`src/rtl/pc_gen_pkg.sv`:
```
// pc_gen_pkg: shared definitions for the fetch-stage program-counter generator.
//   pc_src_e           : which source supplies the next PC in a given cycle
//   *_DEFAULT          : default width, reset vector and increment for pc_gen
//   ALIGN_MASK         : low address bits that must be zero for a legal target
package pc_gen_pkg;

    typedef enum logic [2:0] {
        SRC_TRAP   = 3'd0,
        SRC_BRANCH = 3'd1,
        SRC_RAS    = 3'd2,
        SRC_SEQ    = 3'd3,
        SRC_HOLD   = 3'd4
    } pc_src_e;

    localparam int          XLEN_DEFAULT         = 32;
    localparam int          INC_DEFAULT          = 4;
    localparam logic [63:0] RESET_VECTOR_DEFAULT = 64'h0;
    localparam logic [1:0]  ALIGN_MASK           = 2'b11;

endpackage

```
`src/rtl/pc_ras.sv`:
```
// pc_ras: circular return-address stack with saturating occupancy count.
// A push onto a full stack silently overwrites the oldest entry.
// A simultaneous push and pop replaces the top entry in place.
// Ports:
//   clk, reset     clock, async active-high reset (count cleared, contents discarded)
//   push, pop      qualified push/pop strobes (already gated by the caller)
//   clear          empties the stack; dominates push/pop
//   push_addr      value written on push
//   top            current top entry (undefined when empty)
//   empty          stack holds no entries
module pc_ras #(
    parameter int XLEN  = 32,
    parameter int DEPTH = 4
) (
    input  logic            clk,
    input  logic            reset,
    input  logic            push,
    input  logic            pop,
    input  logic            clear,
    input  logic [XLEN-1:0] push_addr,
    output logic [XLEN-1:0] top,
    output logic            empty
);

    localparam int PTR_W = $clog2(DEPTH);

    logic [XLEN-1:0]  mem [DEPTH];
    logic [PTR_W-1:0] top_ptr;
    logic [PTR_W-1:0] up_ptr;
    logic [PTR_W:0]   count;

    assign up_ptr = top_ptr + 1'b1;

    always_ff @(posedge clk or posedge reset) begin
        if (reset) begin
            top_ptr <= '0;
            count   <= '0;
        end else if (clear) begin
            count <= '0;
        end else if (push && !pop) begin
            top_ptr <= up_ptr;
            if (count != (PTR_W+1)'(DEPTH))
                count <= count + 1'b1;
        end else if (pop && !push) begin
            top_ptr <= top_ptr - 1'b1;
            count   <= count - 1'b1;
        end
    end

    // Storage needs no reset: occupancy is tracked solely by count.
    always_ff @(posedge clk) begin
        if (push && !clear) begin
            if (pop)
                mem[top_ptr] <= push_addr;
            else
                mem[up_ptr] <= push_addr;
        end
    end

    assign top   = mem[top_ptr];
    assign empty = (count == '0);

endmodule

```
`src/rtl/pc_gen.sv`:
```
// pc_gen: parametrised program-counter generator for the fetch stage.
// Next PC is chosen by priority: trap, aligned branch, (misaligned branch ->
// hold + error), RAS pop, sequential increment, hold. Redirects ignore
// stall/fetch_ready; RAS and sequential advance only on an accepted fetch.
// Optional feature macro: PC_GEN_RAS_EN builds the return-address stack;
// without it ras_push/ras_pop are ignored and ras_empty is tied to 1.
// Ports:
//   clk, reset            clock, async active-high reset
//   stall, fetch_ready    hazard hold and instruction-memory ready
//   branch_taken/_addr    execute-stage redirect
//   trap_taken/_vector    trap redirect (vector forced to 4-byte alignment)
//   ras_push/_addr        call seen, push return address
//   ras_pop               return predicted, use RAS top
//   pc_out, pc_valid      fetch request towards instruction memory
//   misalign_err/_addr    one-cycle error pulse and last rejected target
//   ras_empty             RAS holds no entries
module pc_gen
    import pc_gen_pkg::*;
#(
    parameter int              XLEN         = XLEN_DEFAULT,
    parameter logic [XLEN-1:0] RESET_VECTOR = XLEN'(RESET_VECTOR_DEFAULT),
    parameter int              INC          = INC_DEFAULT,
    parameter int              RAS_DEPTH    = 4
) (
    input  logic            clk,
    input  logic            reset,
    input  logic            stall,
    input  logic            fetch_ready,
    input  logic            branch_taken,
    input  logic [XLEN-1:0] branch_addr,
    input  logic            trap_taken,
    input  logic [XLEN-1:0] trap_vector,
    input  logic            ras_push,
    input  logic [XLEN-1:0] ras_push_addr,
    input  logic            ras_pop,
    output logic [XLEN-1:0] pc_out,
    output logic            pc_valid,
    output logic            misalign_err,
    output logic [XLEN-1:0] misalign_addr,
    output logic            ras_empty
);

    localparam logic [XLEN-1:0] ALIGN_MASK_X = {{(XLEN-2){1'b0}}, ALIGN_MASK};

    logic            accept;
    logic            misaligned;
    logic            redirect;
    logic            pop_req;
    logic [XLEN-1:0] ras_top;
    logic [XLEN-1:0] next_pc;
    pc_src_e         src;

    assign accept     = pc_valid & fetch_ready & ~stall;
    assign misaligned = (branch_addr & ALIGN_MASK_X) != '0;
    assign redirect   = trap_taken | branch_taken;

`ifdef PC_GEN_RAS_EN
    logic ras_push_en;
    logic ras_pop_en;

    assign pop_req     = ras_pop;
    // A misaligned branch still counts as a redirect: the stack is left alone.
    assign ras_push_en = accept & ras_push & ~redirect;
    assign ras_pop_en  = accept & ras_pop & ~ras_empty & ~redirect;

    pc_ras #(
        .XLEN  (XLEN),
        .DEPTH (RAS_DEPTH)
    ) u_ras (
        .clk       (clk),
        .reset     (reset),
        .push      (ras_push_en),
        .pop       (ras_pop_en),
        .clear     (trap_taken),
        .push_addr (ras_push_addr),
        .top       (ras_top),
        .empty     (ras_empty)
    );
`else
    logic unused_ras;

    assign pop_req    = 1'b0;
    assign ras_top    = '0;
    assign ras_empty  = 1'b1;
    assign unused_ras = ^{ras_push, ras_pop, ras_push_addr};
`endif

    always_comb begin
        src = SRC_HOLD;
        if (trap_taken)
            src = SRC_TRAP;
        else if (branch_taken)
            src = misaligned ? SRC_HOLD : SRC_BRANCH;
        else if (accept && pop_req && !ras_empty)
            src = SRC_RAS;
        else if (accept)
            src = SRC_SEQ;
    end

    always_comb begin
        next_pc = pc_out;
        case (src)
            SRC_TRAP:   next_pc = trap_vector & ~ALIGN_MASK_X;
            SRC_BRANCH: next_pc = branch_addr;
            SRC_RAS:    next_pc = ras_top;
            SRC_SEQ:    next_pc = pc_out + XLEN'(INC);
            default:    next_pc = pc_out;
        endcase
    end

    always_ff @(posedge clk or posedge reset) begin
        if (reset) begin
            pc_out        <= RESET_VECTOR;
            pc_valid      <= 1'b0;
            misalign_err  <= 1'b0;
            misalign_addr <= '0;
        end else begin
            pc_out       <= next_pc;
            pc_valid     <= 1'b1;
            misalign_err <= ~trap_taken & branch_taken & misaligned;
            if (~trap_taken & branch_taken & misaligned)
                misalign_addr <= branch_addr;
        end
    end

endmodule

```
`config.mk`:
```
export PLATFORM = sky130hd
export DESIGN_NAME = pc_gen
export DESIGN_NICKNAME = d
export VERILOG_FILES = /design/src/rtl/pc_gen_pkg.sv /design/src/rtl/pc_ras.sv /design/src/rtl/pc_gen.sv
export SDC_FILE = /design/constraint.sdc
export NUM_CORES = 1
export LEC_CHECK = 0
export CELL_PAD_IN_SITES_DETAIL_PLACEMENT = 0
export CELL_PAD_IN_SITES_GLOBAL_PLACEMENT = 1
export CORE_MARGIN = 2
export CORE_UTILIZATION = 26
export DETAILED_ROUTE_END_ITERATION = 7
export PLACE_DENSITY_LB_ADDON = 0.25
export SYNTH_ARGS = -nofsm -noshare
export SYNTH_HDL_FRONTEND = slang
export SYNTH_SLANG_ARGS = --single-unit
```
`constraint.sdc`:
```
create_clock -name clk -period 2.41 [get_ports clk]
set_clock_uncertainty 0.2 [all_clocks]
set_input_delay 0.482 -clock clk [delete_from_list [all_inputs] [get_ports clk]]
set_output_delay 0.482 -clock clk [all_outputs]
set_load 0.02 [all_outputs]
```
Word level (Yosys, flattened, before mapping). Index checks and enable logic that the tools add are counted.

Bits of input ports: 104. Bits in registers: 66. Logic and storage cells: 22. Output and inout port bits: 67.

Equality and inequality tests: 3. Bitwise gates (word level): 6. Reductions and logical operators: 3. Multiplexer cells: 5. Add/subtract/negate cells: 1.

Operators with widths (number): one-hot mux 32 bit (4 select lines) (1); adder 32 x 3 -> 32 bit (second input constant) (1); nonzero test 32 bit (1); 2-to-1 mux 3 bit (4); == test 3 x 2 -> 1 bit (second input constant) (2); AND 1 bit (4); nonzero test 4 bit (1); == test 3 x 1 -> 1 bit (second input constant) (1); logical NOT 3 bit (1); inverter 1 bit (2).

Longest topological paths before layout.
Word-level depth: 7. Depth in mapped cells: 8. Depth with buffers taken out: 6.

Least setup slack after synthesis. Ideal clock, no wire load.

Kind: flip-flop to flip-flop. Start: register pc_out[2]. End: register pc_out[28]. Cell stages (with the launch flop): 8. Library setup time: 0.126 ns. Period minus slack after synthesis: 2.321 ns. Required time: 2.084 ns. Buffers on the path: 1. Arrival: 1.996 ns. Setup slack: 0.089 ns. Cell sequence: dfrtp_1 ha_1 nand4_1 nor4_1 buf_2 nand4_1 xnor2_1 a221o_1.

Cells in the longest elaborated chain, start to end: 2.

RTL lines: start, declared (RTL line pc_gen.sv:36) `output logic [XLEN-1:0] pc_out,`; start signal, assigned (RTL line pc_gen.sv:118) `pc_out <= next_pc;`; adder 32 x 3 -> 32 bit (RTL line pc_gen.sv:106) `SRC_SEQ: next_pc = pc_out + XLEN'(INC);`; one-hot mux 32 bit (4 select lines) (RTL line pc_gen.sv:102) `case (src)`.

Every way passes these cells. A chain may end at the register's enable or synchronous reset.

Worst setup path in the final report.
Start: register pc_out[13]. End: register pc_out[30].

Same word-level chain as after synthesis.

==> results.toml <==
[synth]
netlist_area_um2 = 3382
synth.avg_cell_area_um2 = 10.28
ys_seq_elements = 66
ys_warn_count = 0
synth-async-reset-ratio = 1.000
yosysTopAreaCell = "dfrtp_1"
synth_area_leaders = "dfrtp_1 (49%), mux2_2 (10%), a22oi_1 (4.4%), o21ai_0 (3.7%), nand2_1 (2.8%)"
synth_cells = 329
synth.top_cell.area_share = 0.4883
synthDistinctLibCells = 50
synth_edf_count = 0
synth.most_common_cell = "dfrtp_1"
yosys_most_used_dff = "dfrtp_1"
yosys-top-cells-count = "dfrtp_1 (66), mux2_2 (30), nand2_1 (25), o21ai_0 (25), nor2_1 (21)"
yosysSeqAreaShare = 0.4883

[die]
fp.dieArea_um2 = 13940
die_x_um = 118.1
rows = 41
core_um2 = 12670
io_pins = 171
initial_core_util = 0.2669
die_h_um = 118.1

[sta]
fin_crit_sh = 0.9264
rsz0062_at_grt = "no"
fin_ws_ps = 177.4
drv_slew = 0
max_freq_mhz = 447.9
finalHoldViolCount = 0
tightest_slew_ps = 537.9
setup_viol = 0
slew_headroom = 0.6381
fin_crit_ps = 2233

[setup_path]
critical_path_class = "reg -> reg"
reg2reg_from = "pc_out[13]$_DFFE_PP0P_"
worstPathRequired_ps = 2480
arrival_ps = 2310
crit_start = "pc_out[13]$_DFFE_PP0P_"
endpoint_kind = "register"
critical_path_peak_fanout = 11
critPathLaunchType = "register"

[clocking]
cts_sinks = 66
cts_resized = 0
clk_latency_ps = 340
clk_pin_slew_worst_paths_ps = 60
clk_path_buf_depth = 2
cts_root_buf = "clkbuf_16"
cts_tree = "done"
cts_made_buffers = 9
htree_levels = 3

[cells_and_area]
final_nets = 593
num_antenna_cells = 0
fillers = 1266
area_delta_synth_final_pct = 63.00
final_layout_size_suffix_gt1_frac = 0.1846

[power]
power_mw = 3.906
ir_drop_mv = 0.2890
power_density_nw_per_um2 = 708.5
power_leakage_nw = 2.199

[global_routing]
grt_pass1_wl_mm = 18.32
antenna_found_initial = 0
groute.usage.overall = 0.1684
grt_max_degree = 67
grt_pass1_vias = 3313
grt_overflow_total = 0

[place]
numPortBuffers = 133
dp_hpwl_mm = 8.367
place_ws_ps = -127.7
finalWeightedCongestion = 0.7664

[drt]
drtIter0Drc = 159
antenna_left = 0
avgViaCountPerCell = 4.943
vias = 3287
wl_mm = 11.33
wire_per_inst_um = 17.04
post-route-drc-count = 0
drt_pre_antenna_iters = 4

[status]
status = "complete, no violations"

[worst_hold_path]
hold_start = "misalign_addr[0]$_DFFE_PP0P_"
hold_path.class = "reg -> reg"

[flow_run]
drv_cap = 0
==> timing repair <==
item / 4_1_cts / 5_1_grt
setup endpoints to repair: 0 / 3
hold endpoints to repair: 0 / 0
hold buffers: 0 / 0
setup buffers: 0 / 1
==> layout make-up <==
type	instances	area (µm²)	share of cell area
inverters	4	16.27	0.002951
clock buffers	9	225.2	0.04085
flip-flops and latches	66	1652	0.2996
repair buffers	170	1654	0.3000
well taps	172	215.2	0.03904
clock inverters	7	117.6	0.02133
multi-input cells	237	1633	0.2962
==> critical path, stage by stage (launching register included) <==
cell and delay (ps):
dfrtp_1 470, nand4_1 240, nor4_2 370, buf_4 240
nand2_1 80, or4_1 480, nand3_1 100
==> worst paths after layout <==
kind,end,slack (ps),depth (start not counted)
hold reg to reg,misalign_addr[0]$_DFFE_PP0P_,270,2
min in group asynchronous,misalign_addr[17]$_DFFE_PP0P_,340,3
max in group asynchronous,pc_out[21]$_DFFE_PP0P_,1360,3
setup reg to reg,pc_out[30]$_DFFE_PP0P_,180,6
setup / recovery,pc_out[30]$_DFFE_PP0P_,180,6
hold / removal,misalign_addr[0]$_DFFE_PP0P_,270,2
==> per-layer routing <==
layer | GRT usage | routed length [µm] | vias to the layer above | share of wire
li1 | - | - | 1586 | -
met1 | 0.2320 | 5407 | 1589 | 0.48
met2 | 0.2518 | 5051 | 101 | 0.45
met3 | 0.04360 | 703 | 11 | 0.062
met4 | 0.06551 | 166 | 0 | 0.015
met5 | 0 | 0 | - | 0
==> kinds of logic (layout without fill, tap and decap cells) <==
family          after synthesis  in the layout  synth area share
compound gates              100            100            0.2020
simple gates                 99             99            0.1509
flops                        66             66            0.4883
mux                          32             32            0.1058
buf+inv                      27            190           0.04032
xor+xnor                      3              3          0.007771
fa+ha+maj                     1              1          0.003699
other cells                   1              2          0.001109
==> metrics by stage <==
stage               hold WS [ps]  setup TNS, ps    util  cells  cell area [µm²]
floorplan                  377.2              0       -    330             3386
global placement           257.8         -205.3  0.4074    648             5162
detailed placement         261.6         -535.7  0.4074    648             5162
CTS                        276.3              0  0.4345    664             5505
global route               308.5              0  0.4351    665             5513
finish                     271.5              0  0.4351    665             5513
==> flip-flops by register name (all words and copies together), names as in the netlist <==
register / flops
pc_valid: 1
misalign_err: 1
pc_out: 32
misalign_addr: 32
==> report_power, final <==
| part | internal, mW | switching, mW | total, mW |
|---|---|---|---|
| clock | 1.01 | 0.513 | 1.52 |
| combinational | 0.533 | 0.466 | 0.999 |
| sequential | 1.26 | 0.123 | 1.38 |
| total | 2.80 | 1.10 | 3.91 |
==> layout by cell type (no fill, tap or decap), drive strengths merged, types with 2 or more instances in the layout <==
cell,n
a21boi,2
a21oi,12
a222oi,5
a22o,2
a22oi,20
a31oi,8
a41oi,3
and2,4
and3,5
and4,2
buf,38
bufinv,3
clkbuf,9
clkdlybuf4s50,132
clkinv,5
conb,2
dfrtp,66
inv,3
mux2,30
mux2i,2
nand2,25
nand2b,2
nand3,14
nand4,11
nor2,21
nor2b,4
nor4,5
o211ai,10
o21ai,25
o311ai,5
or4,2
xor2,2
Power figures use the tool's default switching activity.
